--- src/rtl/mem_access_unit.sv ---
// Memory-stage load/store unit: sub-word loads with sign/zero extension, and sub-word stores
// done as a 2-cycle read-modify-write. Optional alignment trap via `define MISALIGN_TRAP_EN.
module mem_access_unit #(
    parameter int unsigned BIG_ENDIAN = 0
) (
    input  logic        clk,
    input  logic        rst_n,
    input  logic        MemRead,
    input  logic        MemWrite,
    input  logic [1:0]  MemSize,
    input  logic        MemSigned,
    input  logic [31:0] Address,
    input  logic [31:0] StoreData,
    output logic        dm_MemRead,
    output logic        dm_MemWrite,
    output logic [31:0] dm_Address,
    output logic [31:0] dm_WriteData,
    input  logic [31:0] dm_ReadData,
    output logic [31:0] LoadData,
    output logic        Stall,
    output logic        MisalignExc,
    output logic [31:0] BadAddr
);

    localparam int unsigned DATA_W = 32;

    typedef enum logic {
        IDLE   = 1'b0,
        RMW_WR = 1'b1
    } stateT;

    stateT             state;
    stateT             nextState;
    logic [DATA_W-1:0] mergeReg;
    logic [DATA_W-1:0] mergedWord;
    logic [DATA_W-1:0] loadExt;
    logic [1:0]        byteLane;
    logic              halfLane;
    logic [7:0]        byteVal;
    logic [15:0]       halfVal;
    logic              isByte;
    logic              isHalf;
    logic              misalign;
    logic              rmwStart;
    logic              trapNow;
    logic              dmReadC;
    logic              dmWriteC;
    logic [DATA_W-1:0] wdataC;
    logic [DATA_W-1:0] loadC;
    logic              stallC;

    assign isByte = (MemSize == 2'b00);
    assign isHalf = (MemSize == 2'b01);

    // Lane selection; the low address bits below the access size are simply not consulted.
    assign byteLane = (BIG_ENDIAN != 0) ? ~Address[1:0] : Address[1:0];
    assign halfLane = (BIG_ENDIAN != 0) ? ~Address[1]   : Address[1];
    assign byteVal  = dm_ReadData[{byteLane, 3'b000} +: 8];
    assign halfVal  = dm_ReadData[{halfLane, 4'b0000} +: 16];

`ifdef MISALIGN_TRAP_EN
    assign misalign = (MemRead || MemWrite) &&
                      ((isHalf && Address[0]) ||
                       ((MemSize == 2'b10) && (Address[1:0] != 2'b00)) ||
                       (MemSize == 2'b11));
`else
    assign misalign = 1'b0;
`endif

    always_comb begin
        loadExt = dm_ReadData;
        if (isByte) begin
            loadExt = MemSigned ? {{24{byteVal[7]}}, byteVal} : {24'b0, byteVal};
        end else if (isHalf) begin
            loadExt = MemSigned ? {{16{halfVal[15]}}, halfVal} : {16'b0, halfVal};
        end
    end

    always_comb begin
        mergedWord = dm_ReadData;
        if (isByte) begin
            mergedWord[{byteLane, 3'b000} +: 8] = StoreData[7:0];
        end else begin
            mergedWord[{halfLane, 4'b0000} +: 16] = StoreData[15:0];
        end
    end

    always_ff @(posedge clk or negedge rst_n) begin
        if (!rst_n) begin
            state    <= IDLE;
            mergeReg <= '0;
        end else begin
            state <= nextState;
            if (rmwStart) begin
                mergeReg <= mergedWord;
            end
        end
    end

    // Next state and bus control; a write wins over a simultaneous read.
    always_comb begin
        nextState = state;
        dmReadC   = 1'b0;
        dmWriteC  = 1'b0;
        wdataC    = '0;
        loadC     = '0;
        stallC    = 1'b0;
        rmwStart  = 1'b0;
        trapNow   = 1'b0;
        case (state)
            IDLE: begin
                if (misalign) begin
                    trapNow = 1'b1;
                end else if (MemWrite) begin
                    if (isByte || isHalf) begin
                        dmReadC   = 1'b1;
                        stallC    = 1'b1;
                        rmwStart  = 1'b1;
                        nextState = RMW_WR;
                    end else begin
                        dmWriteC = 1'b1;
                        wdataC   = StoreData;
                    end
                end else if (MemRead) begin
                    dmReadC = 1'b1;
                    loadC   = loadExt;
                end
            end
            RMW_WR: begin
                dmWriteC  = 1'b1;
                wdataC    = mergeReg;
                nextState = IDLE;
            end
        endcase
    end

    // Reset forces every output low, which also abandons an in-flight RMW write.
    assign dm_MemRead   = rst_n & dmReadC;
    assign dm_MemWrite  = rst_n & dmWriteC;
    assign dm_Address   = rst_n ? {Address[31:2], 2'b00} : '0;
    assign dm_WriteData = rst_n ? wdataC : '0;
    assign LoadData     = rst_n ? loadC : '0;
    assign Stall        = rst_n & stallC;
    assign MisalignExc  = rst_n & trapNow;

`ifdef MISALIGN_TRAP_EN
    always_ff @(posedge clk or negedge rst_n) begin
        if (!rst_n) begin
            BadAddr <= '0;
        end else if (trapNow) begin
            BadAddr <= Address;
        end
    end
`else
    assign BadAddr = '0;
`endif

endmodule

--- config.mk ---
export PLATFORM = sky130hd
export DESIGN_NAME = mem_access_unit
export DESIGN_NICKNAME = d
export VERILOG_FILES = /design/src/rtl/mem_access_unit.sv
export SDC_FILE = /design/constraint.sdc
export NUM_CORES = 1
export LEC_CHECK = 0
export CORE_ASPECT_RATIO = 1.75
export CORE_MARGIN = 2
export CORE_UTILIZATION = 43
export CTS_CLUSTER_SIZE = 14
export DETAILED_ROUTE_END_ITERATION = 8
export PLACE_DENSITY_LB_ADDON = 0.2
export RECOVER_POWER = 50
export SLEW_MARGIN = 0
export SYNTH_ARGS = -nofsm -noshare
export SYNTH_HDL_FRONTEND = slang
export SYNTH_SLANG_ARGS = --single-unit
--- constraint.sdc ---
create_clock -name clk -period 3.9 [get_ports clk]
set_input_delay 0.975 -clock clk [delete_from_list [all_inputs] [get_ports clk]]
set_output_delay 0.975 -clock clk [all_outputs]
set_load 0.005 [all_outputs]
Word level (Yosys, flattened, before mapping)
Cells that the tools add are included.

Register bits: 33. Input bits: 103. Output and inout port bits: 132. Word-level logic and storage cells: 43.

Add/sub/neg operators: 2. Equality and inequality tests: 1. Shift-type cells: 6. Mux-type cells: 26. Bitwise logic cells: 4. Reductions and logical operators: 2.

Operators with widths (count): 32-bit 2-to-1 mux (13); 32-bit bitwise mux (2); 32-bit case mux with 2 select lines (1); 16-bit by 7-bit variable shift with 32-bit output, first input constant (1); 8-bit by 7-bit variable shift with 32-bit output, first input constant (1); 16-bit by 7-bit variable part select with 32-bit output (1); 32-bit by 6-bit variable part select with 16-bit output (1); 32-bit by 6-bit variable part select with 8-bit output (1); 8-bit by 7-bit variable part select with 32-bit output (1); 5-bit negation with 7-bit output (2); 1-bit 2-to-1 mux (8); 1-bit case mux with 2 select lines (2); 1-bit AND (3); 2-bit by 1-bit == test with 1-bit output, second input constant (1); 2-bit logical NOT (1); 1-bit logical OR (1); 1-bit NOT (1).

Logic depth before layout (Yosys ltp)
Depth after elaboration: 8. Mapped depth: 9. Mapped depth without buffers: 6.

Worst setup path before layout
Ideal clock, no wire load.

Path kind: input port to output port. From: in Address[1]. To: out LoadData[0]. Arrival: 1.964 ns. Data required time: 2.925 ns. Setup slack: 0.961 ns. Stages: 5. Path buffers: 3. Cell sequence: buf_4 > buf_6 > buf_4 > o22ai_1 > a2111oi_0.

Cells in the longest elaborated chain, start to end: 8. Elaborated cells between the ends (all ways): 10. Those cells by class: shift: 2; mux: 8.

RTL lines: start: declaration (RTL line 12) `input logic [31:0] Address,`; 32-bit by 6-bit variable part select with 16-bit output (RTL line 59) `assign halfVal = dm_ReadData[{halfLane, 4'b0000} +: 16];`; 32-bit 2-to-1 mux (RTL line 75) `loadExt = MemSigned ? {{16{halfVal[15]}}, halfVal} : {16'b0, halfVal};`; 32-bit 2-to-1 mux (RTL line 74) `end else if (isHalf) begin`; 32-bit 2-to-1 mux (*) (RTL line 72) `if (isByte) begin`; 32-bit 2-to-1 mux (*) (RTL line 124) `end else if (MemRead) begin`; 32-bit 2-to-1 mux (*) (RTL line 114) `end else if (MemWrite) begin`; 32-bit 2-to-1 mux (*) (RTL line 110) `case (state)`; 32-bit 2-to-1 mux (*) (RTL line 142) `assign LoadData = rst_n ? loadC : '0;`; end: declaration (RTL line 19) `output logic [31:0] LoadData,`.

Every way passes the cells marked *; elsewhere a longest branch is shown, timed or not.

Worst setup path after layout
From: in MemRead. To: out LoadData[25].

Cells in the longest elaborated chain, start to end: 4.

RTL lines: start: declaration (RTL line 8) `input logic MemRead,`; 32-bit 2-to-1 mux (RTL line 124); 32-bit 2-to-1 mux (RTL line 114); 32-bit 2-to-1 mux (RTL line 110); 32-bit 2-to-1 mux (RTL line 142).

No other way between the ends.

==> results summary <==
The count of cell types in the netlist is 47. The count of cells along the worst hold path is 2. The routed length per placed instance is 21.45 um. The initialized floorplan defines 47 standard-cell rows.

The count of buffers from port buffering came out at 199. The cell taking the most area after synthesis is sky130_fd_sc_hd__dfrtp_1. Of the post-synthesis cell area, the dominant cell type holds 0.2008.

Entering global routing, the biggest net connects 65 pins. The total core area is 9409 um2. For this design the ratio of total power to cell area is 219.3 nW/um2. Yosys attributes the largest share of cell area to sky130_fd_sc_hd__dfrtp_1 (20%), sky130_fd_sc_hd__mux2i_1 (14%), sky130_fd_sc_hd__buf_4 (7.3%), sky130_fd_sc_hd__a221o_1 (5.4%), sky130_fd_sc_hd__a22o_1 (5.3%).

The first detailed-routing pass ran for 7 iterations. For this block, the initial DRC count from the detailed router was 518. The growth of design area from synthesis to finish came out at 61.91%. The final design area excluding fillers is 6659 um2.

In this run the mean area of a mapped cell was 8.376 um2. The cell with the largest stage delay on the worst path is sky130_fd_sc_hd__clkdlybuf4s50_1. The initial antenna violation count is 0. The worst pin sits at a relative slew slack of 0.3426. The die area is 10,390 um2. The maximum resistive drop on vdd came out at 0.1459 mV.

The clock reaches the later pin of the worst-skew pair after 0.28 ns. The family of cells with the greatest summed delay on the critical path is buffers and inverters. The yosys synthesis warning count is 0.

The number of levels in the clock H-tree came out at 2. After synthesis the netlist holds a flip-flop and latch count of 33. The buffer depth of the longest clock path came out at 2. Setup total negative slack on the finished layout was measured at -0.003987 ns. The number of slew-limit violations in the final report is 0. For this run, the leading register cell type out of synthesis is sky130_fd_sc_hd__dfrtp_1. Counting flops with a built-in enable in the synthesized netlist gives 0. Max-cap violations in this run came to 0. The share of post-route cells with drive strength above 1 came out at 0.1530. The highest clock rate is 256.1 MHz. The via count is 4,942. The post-detailed-route count of antenna-violating nets is 0.

Traced cell by cell, the critical path runs through clkdlybuf4s50_1 -> nand4bb_4 -> a211oi_4 -> o21ai_4 -> buf_4 -> a21oi_2 -> clkdlybuf4s50_1. The power consumption is 1.460 mW. The hold buffer count at cts came out at 0. The most common cell in the netlist is sky130_fd_sc_hd__mux2i_1. The final reports fail on setup timing. At the end of the flow the core is filled with cells to 0.7077. The worst clock skew is 0.002432 ns. Of the synthesized area, sequential elements account for 0.2008. The share of async-settable or async-resettable flops after synthesis came out at 1.000. The number of I/O pins is 235. The first-pass GRT wire length came out at 26.58 mm. The critical path data arrival time is 2.93 ns. The total routed wirelength came out at 18.04 mm. The classification of the worst-slack hold path is reg2reg. The commonest cells after synthesis are sky130_fd_sc_hd__mux2i_1 (58), sky130_fd_sc_hd__buf_4 (40), sky130_fd_sc_hd__nor2_1 (40).

The number of hold violations in the final report came out at 0. The filler cell count in the final layout came out at 779. The maximum net fanout on the critical path came out at 10. For this configuration, the core starts out at a cell density of 0.4371. The weighted congestion at the end of routability-driven global placement is 0.9524.

The number of clock buffers inserted by TritonCTS came out at 5. Setup violations remaining at the end of the flow were counted as 1. The critical path contains buffers and inverters numbering 3 combined. The part of the cycle the worst path needs is 1.001. Setup repair after global routing could not meet its margin everywhere. The global-route usage over all layers came out at 0.3318.

The clock period minus final worst setup slack is 3.904 ns. The clock transition at the registers of the reported paths is 0.05 ns. The delay of the slowest cell on the worst path is 0.53 ns. Setup slack on the critical path of the routed design comes to -0.003987 ns. The total cell area at the placement stage is 6397 um2.

STA classifies the critical path endpoint as a primary output. The class of the most critical setup path is in2out. Dividing the detail-routed via count by the number of cells gives 5.876.

The worst setup timing slack at the placement stage came out at -0.2296 ns. For the pin with the worst max-slew slack, the measured transition is 0.9835 ns. The number of sinks on the clock net came out at 33. The final global-route overflow total is 0. The leakage power is 3.016 nW. The number of instances in the synthesized netlist is 491.

The netlist area before placement is 4113 um2. The cell that appears most often on the critical path is sky130_fd_sc_hd__clkdlybuf4s50_1. STA classifies the critical path startpoint as an input port.

The worst reg2reg path depth is 4. The number of gates on the worst path with buffers counted is 7. TritonCTS built the clock tree. The diode insertion count for antenna repair is 0. For the worst setup path, the data required time is 2.92 ns. After legalization and detailed placement, the total HPWL measured 14.14 mm. The layout net count came out at 827. The flow ran to the end, but the final reports show violations. The number of global-route vias before repair came out at 4,830.

The vertical extent of the die came out at 133.4 um. The DRC violations left came out at 0. The cell sitting at the root of the clock tree is a sky130_fd_sc_hd__clkbuf_16. The floorplan step set the die width to 77.93 um.
cell families (layout without fill, tap and decap cells):
logic type	count (synthesis)	count (layout)	synth area share
AO/OA/AOI/OAI	152	152	0.2841
adder cells (fa/ha/maj)	5	5	0.01521
buffers and inverters	106	300	0.1482
flip-flops	33	33	0.2008
multiplexers	65	65	0.1822
other	1	35	0.0009118
AND/OR/NAND/NOR	129	129	0.1685
worst paths after layout:
path                                   start      endpoint  slack (ns)
worst max register to register         state  mergeReg[17]        2.07
min in group asynchronous              rst_n  mergeReg[13]        0.80
worst min register to register  mergeReg[29]  mergeReg[29]        0.50
max in group asynchronous              rst_n  mergeReg[25]        2.41
worst min-delay path            mergeReg[29]  mergeReg[29]        0.50
worst max-delay path                 MemRead  LoadData[25]      -0.004
layout by cell type, fill, tap and decap left out, types with 23 or more instances in the layout:
cell,Yosys,routed
sky130_fd_sc_hd__a22o_1,25,25
sky130_fd_sc_hd__a21oi_1,33,33
sky130_fd_sc_hd__conb_1,1,35
sky130_fd_sc_hd__nor2_1,40,40
sky130_fd_sc_hd__buf_4,40,61
sky130_fd_sc_hd__and2_1,33,30
sky130_fd_sc_hd__inv_1,23,23
sky130_fd_sc_hd__dfrtp_1,33,32
sky130_fd_sc_hd__clkdlybuf4s50_1,0,168
sky130_fd_sc_hd__mux2i_1,58,58
per-stage QoR:
stage          std cells  hold slack, ns
5_1_grt              841          0.5198
3_5_place_dp         831          0.4919
3_3_place_gp         831          0.4759
4_1_cts              841          0.5033
6_report             841          0.5048
2_1_floorplan        525          0.4483
flip-flops by register name, summed over array words and instances, names as in the netlist:
signal / count
state: 1
mergeReg: 32
final cells by class:
class / instances / area [um2] / share of cell area
Multi-Input combinational cell: 386 / 2890 / 0.4340
Timing Repair Buffer: 268 / 2561 / 0.3846
Sequential cell: 33 / 827.0 / 0.1242
Tap cell: 122 / 152.6 / 0.02292
Clock buffer: 6 / 128.9 / 0.01935
Inverter: 25 / 93.84 / 0.01409
Clock inverter: 1 / 5.005 / 0.0007516
routing by layer:
metal | part of all wire | vias up | GRT usage
met5 | 0 | - | 0
met4 | 0.053 | 0 | 0.1959
met2 | 0.51 | 362 | 0.5896
met1 | 0.34 | 2328 | 0.3572
met3 | 0.091 | 53 | 0.06640
li1 | - | 2199 | -
where the power goes:
| group | internal, mW | total [mW] | switching [mW] |
|---|---|---|---|
| Clock | 0.232 | 0.376 | 0.144 |
| Combinational | 0.344 | 0.634 | 0.290 |
| Sequential | 0.402 | 0.450 | 0.0476 |
tightest hold or removal path: cells and delay by family (launching register included):
family	cells	cell delay, ns
AO/OA/AOI/OAI	1	0.06
AND/OR/NAND/NOR	1	0.06
flip-flops	1	0.36
timing repair:
item | CTS | global route
gates resized for setup | 19 | 20
gates cloned | 1 | 0
buffers inserted | 2 | 0
pin swaps | 3 | 4
setup endpoints to repair | 65 | 28
No activity file was read; power rests on OpenSTA's default activity.
